<file path="config.mk">
export PLATFORM = sky130hd
export DESIGN_NAME = coin_input_conditioner
export DESIGN_NICKNAME = d
export VERILOG_FILES = /design/src/rtl/coin_input_conditioner.sv
export SDC_FILE = /design/constraint.sdc
export NUM_CORES = 1
export LEC_CHECK = 0
export CAP_MARGIN = 25
export CORE_MARGIN = 1.5
export CORE_UTILIZATION = 47
export DETAILED_ROUTE_END_ITERATION = 7
export HOLD_SLACK_MARGIN = 0.03
export PLACE_DENSITY = 0.76
export SLEW_MARGIN = 25
export SYNTH_ARGS = -nofsm -noshare
export SYNTH_HDL_FRONTEND = slang
export SYNTH_SLANG_ARGS = --single-unit
</file>
<file path="constraint.sdc">
create_clock -name clk -period 1.5 [get_ports clk]
set_input_delay 0.3 -clock clk [delete_from_list [all_inputs] [get_ports clk]]
set_output_delay 0.3 -clock clk [all_outputs]
set_load 0.05 [all_outputs]
</file>
<file path="src/rtl/coin_input_conditioner.sv">
// Coin input front end: synchronises and debounces the insert button,
// captures the coin code and counts accepted coins.
module coin_input_conditioner #(
  parameter int DEBOUNCE_CYCLES = 4,
  parameter int CNT_W           = 8
) (
  input  logic             clk,
  input  logic             reset,
  input  logic             btn_raw,
  input  logic [1:0]       coins_raw,
  output logic             insert,
  output logic [1:0]       coins,
  output logic             coin_reject,
  output logic [CNT_W-1:0] accepted_cnt
);

  localparam int DW = $clog2(DEBOUNCE_CYCLES + 1);
  localparam logic [DW-1:0] DEB_MAX = DW'(DEBOUNCE_CYCLES);

  typedef enum logic [2:0] {
    IDLE        = 3'd0,
    DEB_PRESS   = 3'd1,
    PRESSED     = 3'd2,
    REJECTED    = 3'd3,
    DEB_RELEASE = 3'd4
  } state_t;

  logic       btn_m;
  logic       btn_s;
  logic [1:0] coins_m;
  logic [1:0] coins_s;

  state_t           state;
  state_t           state_n;
  logic [DW-1:0]    cnt;
  logic [DW-1:0]    cnt_n;
  logic             insert_n;
  logic [1:0]       coins_n;
  logic             reject_n;
  logic [CNT_W-1:0] acc_n;
  logic             coin_ok;

  always_ff @(posedge clk or posedge reset) begin
    if (reset) begin
      btn_m   <= 1'b0;
      btn_s   <= 1'b0;
      coins_m <= 2'b00;
      coins_s <= 2'b00;
    end else begin
      btn_m   <= btn_raw;
      btn_s   <= btn_m;
      coins_m <= coins_raw;
      coins_s <= coins_m;
    end
  end

  assign coin_ok = (coins_s == 2'b01) || (coins_s == 2'b10);

  always_ff @(posedge clk or posedge reset) begin
    if (reset) begin
      state        <= IDLE;
      cnt          <= '0;
      insert       <= 1'b0;
      coins        <= 2'b00;
      coin_reject  <= 1'b0;
      accepted_cnt <= '0;
    end else begin
      state        <= state_n;
      cnt          <= cnt_n;
      insert       <= insert_n;
      coins        <= coins_n;
      coin_reject  <= reject_n;
      accepted_cnt <= acc_n;
    end
  end

  always_comb begin
    state_n  = state;
    cnt_n    = cnt;
    insert_n = insert;
    coins_n  = coins;
    reject_n = 1'b0;
    acc_n    = accepted_cnt;
    case (state)
      IDLE: begin
        insert_n = 1'b0;
        cnt_n    = '0;
        if (btn_s) begin
          state_n = DEB_PRESS;
          cnt_n   = DW'(1);
        end
      end
      DEB_PRESS: begin
        if (!btn_s) begin
          state_n = IDLE;
          cnt_n   = '0;
        end else if (cnt == DEB_MAX) begin
          cnt_n = '0;
          if (coin_ok) begin
            state_n  = PRESSED;
            coins_n  = coins_s;
            insert_n = 1'b1;
            acc_n    = accepted_cnt + CNT_W'(1);
          end else begin
            state_n  = REJECTED;
            reject_n = 1'b1;
          end
        end else begin
          cnt_n = cnt + DW'(1);
        end
      end
      PRESSED, REJECTED: begin
        if (!btn_s) begin
          state_n = DEB_RELEASE;
          cnt_n   = DW'(1);
        end
      end
      DEB_RELEASE: begin
        // insert is only ever high when the press was accepted
        if (btn_s) begin
          state_n = insert ? PRESSED : REJECTED;
          cnt_n   = '0;
        end else if (cnt == DEB_MAX) begin
          state_n  = IDLE;
          cnt_n    = '0;
          insert_n = 1'b0;
        end else begin
          cnt_n = cnt + DW'(1);
        end
      end
      default: begin
        state_n  = IDLE;
        cnt_n    = '0;
        insert_n = 1'b0;
      end
    endcase
  end

endmodule
</file>
==> run metrics, run 1 <==
Synth Area in Adders=under 10%; main combinational cell family by area after synthesis=simple AND/OR/NAND/NOR gates; Req. time, crit path=approximately 1.7 ns; Crit-path slowest cell=dfrtp_1; number of global-route vias before repair=about 870; largest net degree at the start of global routing=25; setup slack after layout=-0.008356 ns; sequential-to-total area share from yosys stat=about 53%; max_slew headroom=around four fifths; synth-to-layout area growth=46.20%; Starting Density=between 50% and 60%; Max Cap Viol=0; Fmax=about 660 MHz; largest cells by area after synthesis=dfrtp_1, xnor2_1, a21oi_1; RSZ-0062 raised after global routing=true; via count=between 900 and 1000; Post-Syn Instances=100; drt first-iter violations=19; Ys Warns=0; endpoint class of the critical path=flip-flop; Hold WC Path Type=input pin to async pin; Worst Path Max Fanout=8; Routed Antenna Nets=0; library cells used by synthesis=37; Layout Skew=between 0.004 and 0.005 ns; Static Leakage=roughly 0.00076 uW; Post-Synthesis Net Count=about 110; PD cells=1154 nW/um^2; final period utilization=100.6%; post-synthesis mux area share=approximately 2.9%; Core Region=between 2000 and 2500 sq um; CTS Buf Count=3; Synth Area in Simple Gates=between 10% and 20%; Residual DRC=0; antenna fix cells=0; startpoint types=flip-flop; crit path kind=flip-flop to flip-flop; grt total ovfl=0; CTS tree=done; Worst Max-Slew Pin Slew=between 0.3 and 0.4 ns; Min Hold Slack=between 0.3 and 0.4 ns; initial antenna violation count=0; FILL cells=approximately 160; Nets=between 100 and 150; Syn Std Cell Area=approximately 1100 sq um; FF+latch count, synth=24; Compound-Gate Fraction of Synth Area=between 10 and 15%; port bufs=16; Yosys top cell by area=dfrtp_1; placed insts=approximately 160; Bufs on Longest Clock Path=2; average wire per standard cell=15.64 um; GRT Util Overall=between 20% and 30%; dpl cell area=approximately 1600 sq um; layout cell share with drive strength beyond 1=between 30% and 40%; failing checks=negative setup slack; Final Max Tran Viols=0; final hold vios=0; final setup fails=3; Clk pin slew, worst setup/hold paths=0.13 ns; Yosys top cell area share=52.81%; setup_tns=-0.01641 ns; Syn Area/Cell=~11 sq um; Cell Chain, Critical Path=inv_2 -> ha_4 -> nand2_4 -> nor4_4 -> buf_6 -> mux2_4; Final Util=roughly 74%; xor and xnor fraction of the mapped netlist area=6.161%; CP Data Arrival Time=1.72 ns; First-pass DRT Iterations=4; VDD IR-drop max=approximately 0.78 mV; row count=17; Worst-Skew Late Latency=0.31 ns; cell area after layout=1663 sq um; Root Buffer=clkbuf_4; run status=finished with violations; Ports=17; Largest stage delay, worst path=0.42 ns; non-filler cells, final=roughly 160; H-Tree Depth=1; die area=between 2000 and 3000 sq um; Die Ht=around 52 um; placed wire-length estimate=between 1.5 and 2 mm; GP Congestion=roughly 0.8; WL final=between 2 and 3 mm; first-pass GRT wire length=3.946 mm; Tmin final=between 1.5 and 2 ns; Via density=approximately 5.6; Die W=52.19 um; # clock sinks=24
## cell type report
type | count | area (sq um) | area share (%)
Multi-Input combinational cell | 67 | 533.0 | 32.05
Sequential cell | 24 | 600.6 | 36.12
Clock inverter | 1 | 30.03 | 1.806
Inverter | 4 | 15.01 | 0.9029
Timing Repair Buffer | 35 | 426.7 | 25.66
Tap cell | 28 | 35.03 | 2.107
Clock buffer | 3 | 22.52 | 1.354
## flip-flops by register name, summed over array words and instances, names as in the netlist
| name | flops |
|---|---|
| accepted_cnt | 8 |
| cnt | 3 |
| state | 3 |
| coins | 2 |
| coins_m | 2 |
| coins_s | 2 |
| btn_m | 1 |
| btn_s | 1 |
| coin_reject | 1 |
| insert | 1 |
## power by group
| group | internal (uW) | switching (uW) |
|---|---|---|
| clock | 270 | 188 |
| sequential | 710 | 79.1 |
| combinational | 331 | 342 |
## timing repair
action | 4_1_cts | 5_1_grt
hold endpoints to repair | 0 | 0
pin swaps | 3 | 7
setup endpoints to repair | 6 | 10
hold buffers | 0 | 0
buffers inserted | 2 | 1
gates resized for setup | 3 | 5
## synthesized netlist by cell type (all sizes together)
| library cell | number |
|---|---|
| and2 | 1 |
| clkbuf | 2 |
| a21oi | 11 |
| and3b | 1 |
| o21ai | 4 |
| a211o | 1 |
| nand2 | 3 |
| nor2b | 3 |
| dfrtp | 24 |
| o21a | 1 |
| a311oi | 1 |
| mux2 | 2 |
| a21boi | 1 |
| mux2i | 1 |
| nand2b | 2 |
| a21o | 1 |
| a32o | 2 |
| nor2 | 4 |
| nand4 | 4 |
| buf | 3 |
| o22ai | 1 |
| nor4 | 1 |
| nor3b | 1 |
| or3 | 1 |
| inv | 4 |
| a31oi | 1 |
| nand3b | 1 |
| a22o | 1 |
| nand3 | 3 |
| and4 | 1 |
| xnor2 | 7 |
| ha | 3 |
| o21bai | 1 |
| nor3 | 1 |
| xor2 | 1 |
## worst max-delay path: cells and delay by family, from the launching register on
kind,cells,cell delay [ns]
fa+ha+maj,1,0.14
buf+inv,2,0.25
flops,1,0.42
mux,1,0.29
simple gates,2,0.31
## layer usage
metal | share of wire [%] | vias up | wire length, um | track usage [%]
met4 | 2.7 | 0 | 68 | 10.26
li1 | - | 424 | - | -
met1 | 45 | 446 | 1139 | 27.31
met3 | 3.6 | 7 | 92 | 3.714
met5 | 0 | - | 0 | 0
met2 | 49 | 24 | 1233 | 30.59
## final timing paths
path / startpoint / end / slack [ns] / cells past startpoint
worst min-delay path: reset / coins_m[1] / 0.37 / 3
worst min register to register: coins_m[0] / coins_s[0] / 0.37 / 0
worst max-delay path: cnt[0] / accepted_cnt[1] / -0.008 / 6
min in group clk: coins_m[0] / coins_s[0] / 0.37 / 0
worst max register to register: cnt[0] / accepted_cnt[1] / -0.008 / 6
max in group asynchronous: reset / cnt[1] / 0.90 / 3
## per-stage QoR
stage | total power [uW] | worst slack (ns)
detailed placement | 1406 | -0.02391
finish | 1919 | -0.008356
floorplan | 1178 | -0.06162
CTS | 1889 | -0.01769
global placement | 1372 | 0.01384
global route | 2023 | -0.1005
## layout by cell type, fill, tap and decap left out, types with 3 or more instances in the layout
| cell type | instances |
|---|---|
| nor2_1 | 4 |
| clkbuf_4 | 3 |
| buf_4 | 18 |
| dfrtp_1 | 24 |
| clkdlybuf4s50_1 | 4 |
| buf_12 | 12 |
| nand4_1 | 4 |
| xnor2_1 | 7 |
| a21oi_1 | 10 |
| o21ai_0 | 3 |
## logic make-up (layout without fill, tap and decap cells)
| logic type | after synthesis | count (layout) |
|---|---|---|
| AO/OA/AOI/OAI | 26 | 26 |
| XOR/XNOR | 8 | 8 |
| adder cells (fa/ha/maj) | 3 | 3 |
| buffers and inverters | 9 | 43 |
| flip-flops | 24 | 24 |
| multiplexers | 3 | 3 |
| AND/OR/NAND/NOR | 27 | 27 |
(Power assumes the default switching activity.)
==> run 2, diff against run 1 <==
CTS_BUF_LIST = sky130_fd_sc_hd__clkbuf_16   (was not set)
==> run metrics, run 2 (same netlist as run 1, synthesis figures left out) <==
run status=finished with violations; failing checks=negative setup slack; RSZ-0062 raised after global routing=true; Starting Density=around 50%; WL final=approximately 2.6 mm; max_slew headroom=~80%; via count=about 900; final hold vios=0; Reg with most FFs=accepted_cnt; GRT Max-Usage Layer=met2; First-pass DRT Iterations=4; Worst Max-Slew Pin Slew=between 0.3 and 0.4 ns; CTS tree=done; Die Ht=approximately 52 um; synth-to-layout area growth=50.49%; drt first-iter violations=10; average wire per standard cell=roughly 16 um; Hold WC Path Type=flip-flop to flip-flop; Residual DRC=0; Worst-Skew Late Latency=between 0.2 and 0.3 ns; commonest cells after routing, fill and taps aside=dfrtp_1, buf_4, buf_12; Via density=5.708; Die W=approximately 52 um; Hold Crit Endpoint=coins_s[1]; Hold Path Cell Cnt=0; placed wire-length estimate=approximately 1.7 mm; row count=17; Max Cap Viol=0; PD cells=1290 nW/um^2; Nets=about 140; VDD IR-drop max=roughly 0.94 mV; HP Start=coins_m[1]; largest net degree at the start of global routing=25; # clock sinks=24; R2R cell count=6; grt met3 use=between 2 and 3%; CTS Buf Count=3; Ports=17; first-pass GRT wire length=between 4 and 5 mm; number of global-route vias before repair=925; met2 GRT Util=approximately a third; Layout Skew=0.003289 ns; cts hold-fix bufs=0; grt total ovfl=0; cell area after layout=between 1500 and 2000 sq um; largest registers=accepted_cnt: 8 flops, cnt: 3 flops, state: 3 flops; setup slack after layout=-0.01845 ns; Core Region=~2300 sq um; die area=2724 sq um; M1 GR Usage=roughly 29%; FF-to-FF End=accepted_cnt[1]; Tmin final=about 1.5 ns; FF-to-FF setup slack=-0.02 ns; dpl cell area=1558 sq um; Req. time, crit path=1.64 ns; most common cell after layout, fill and taps aside=dfrtp_1; initial antenna violation count=0; Bufs on Longest Clock Path=2; pre-CTS setup slack=-0.02391 ns; GP Congestion=~0.8; CP startpoint=cnt[0]; Clk pin slew, worst setup/hold paths=~0.06 ns; Root Buffer=clkbuf_16; layout cell share with drive strength beyond 1=36.84%; final setup fails=2; worst r2r src=cnt[0]; port bufs=16; Worst Path Max Fanout=8; crit path kind=flip-flop to flip-flop; GRT Util Overall=a little over a fifth; Routed Antenna Nets=0; H-Tree Depth=1; Fmax=between 600 and 700 MHz; startpoint types=flip-flop; CP Data Arrival Time=1.66 ns; placed insts=155; Static Leakage=roughly 0.00078 uW; Final Max Tran Viols=0; Largest register FFs=8; non-filler cells, final=around 160; final period utilization=101.2%; antenna fix cells=0; endpoint class of the critical path=flip-flop
[run 2: worst max-delay path, stage by stage (launching register included)]
cell and delay [ns]:
dfrtp_1 0.39, inv_2 0.09, ha_4 0.14, nand2_4 0.05
nor4_4 0.27, buf_6 0.17, mux2_4 0.30
[run 2: routing by layer]
layer  part of all wire [%]  wire length [um]
met5                      0                 0
met4                    3.3                87
met3                    3.6                95
met2                     49              1303
met1                     44              1147
[run 2: worst max path at each step]
stage                       to  depth (start not counted)
6_report       accepted_cnt[1]                          6
5_1_grt        accepted_cnt[3]                          7
4_1_cts        accepted_cnt[1]                          5
3_5_place_dp   accepted_cnt[1]                          6
3_3_place_gp   accepted_cnt[1]                          6
2_1_floorplan  accepted_cnt[1]                          5
[run 2: power by group]
group          internal (uW)  total [uW]  switching, uW
registers                711         794           82.5
clock network            530         746            216
logic                    328         669            341
[run 2: metrics by stage]
step / utilization [%] / setup TNS, ns / total power (uW) / hold slack (ns)
after floorplan: - / -0.2379 / 1178 / 0.3146
after global placement: 69.09 / 0 / 1372 / 0.3319
after detailed placement: 69.09 / -0.02391 / 1406 / 0.3418
after CTS: 74.69 / -0.007939 / 2175 / 0.3556
after global routing: 75.92 / -0.4331 / 2297 / 0.3612
final: 75.92 / -0.02489 / 2209 / 0.3531
[run 2: final cells by class]
cell class,instances,area [sq um]
flip-flops and latches,24,600.6
fillers,149,543.0
multi-input cells,67,536.8
repair buffers,34,419.2
clock buffers,3,75.07
well taps,28,35.03
clock inverters,1,30.03
inverters,4,15.01
[run 2: what timing repair did]
item                                    4_1_cts  5_1_grt
setup buffers                                 2        0
pin swaps                                     3        7
gates cloned                                  0        0
endpoints found under the setup margin        5       10
resized for setup                             2        8
==> run 3, diff against run 2 <==
CTS_CLUSTER_DIAMETER = 50   (was not set)
==> results of run 3 <==
Final layout, timing and power as in run 2 (identical DEF).
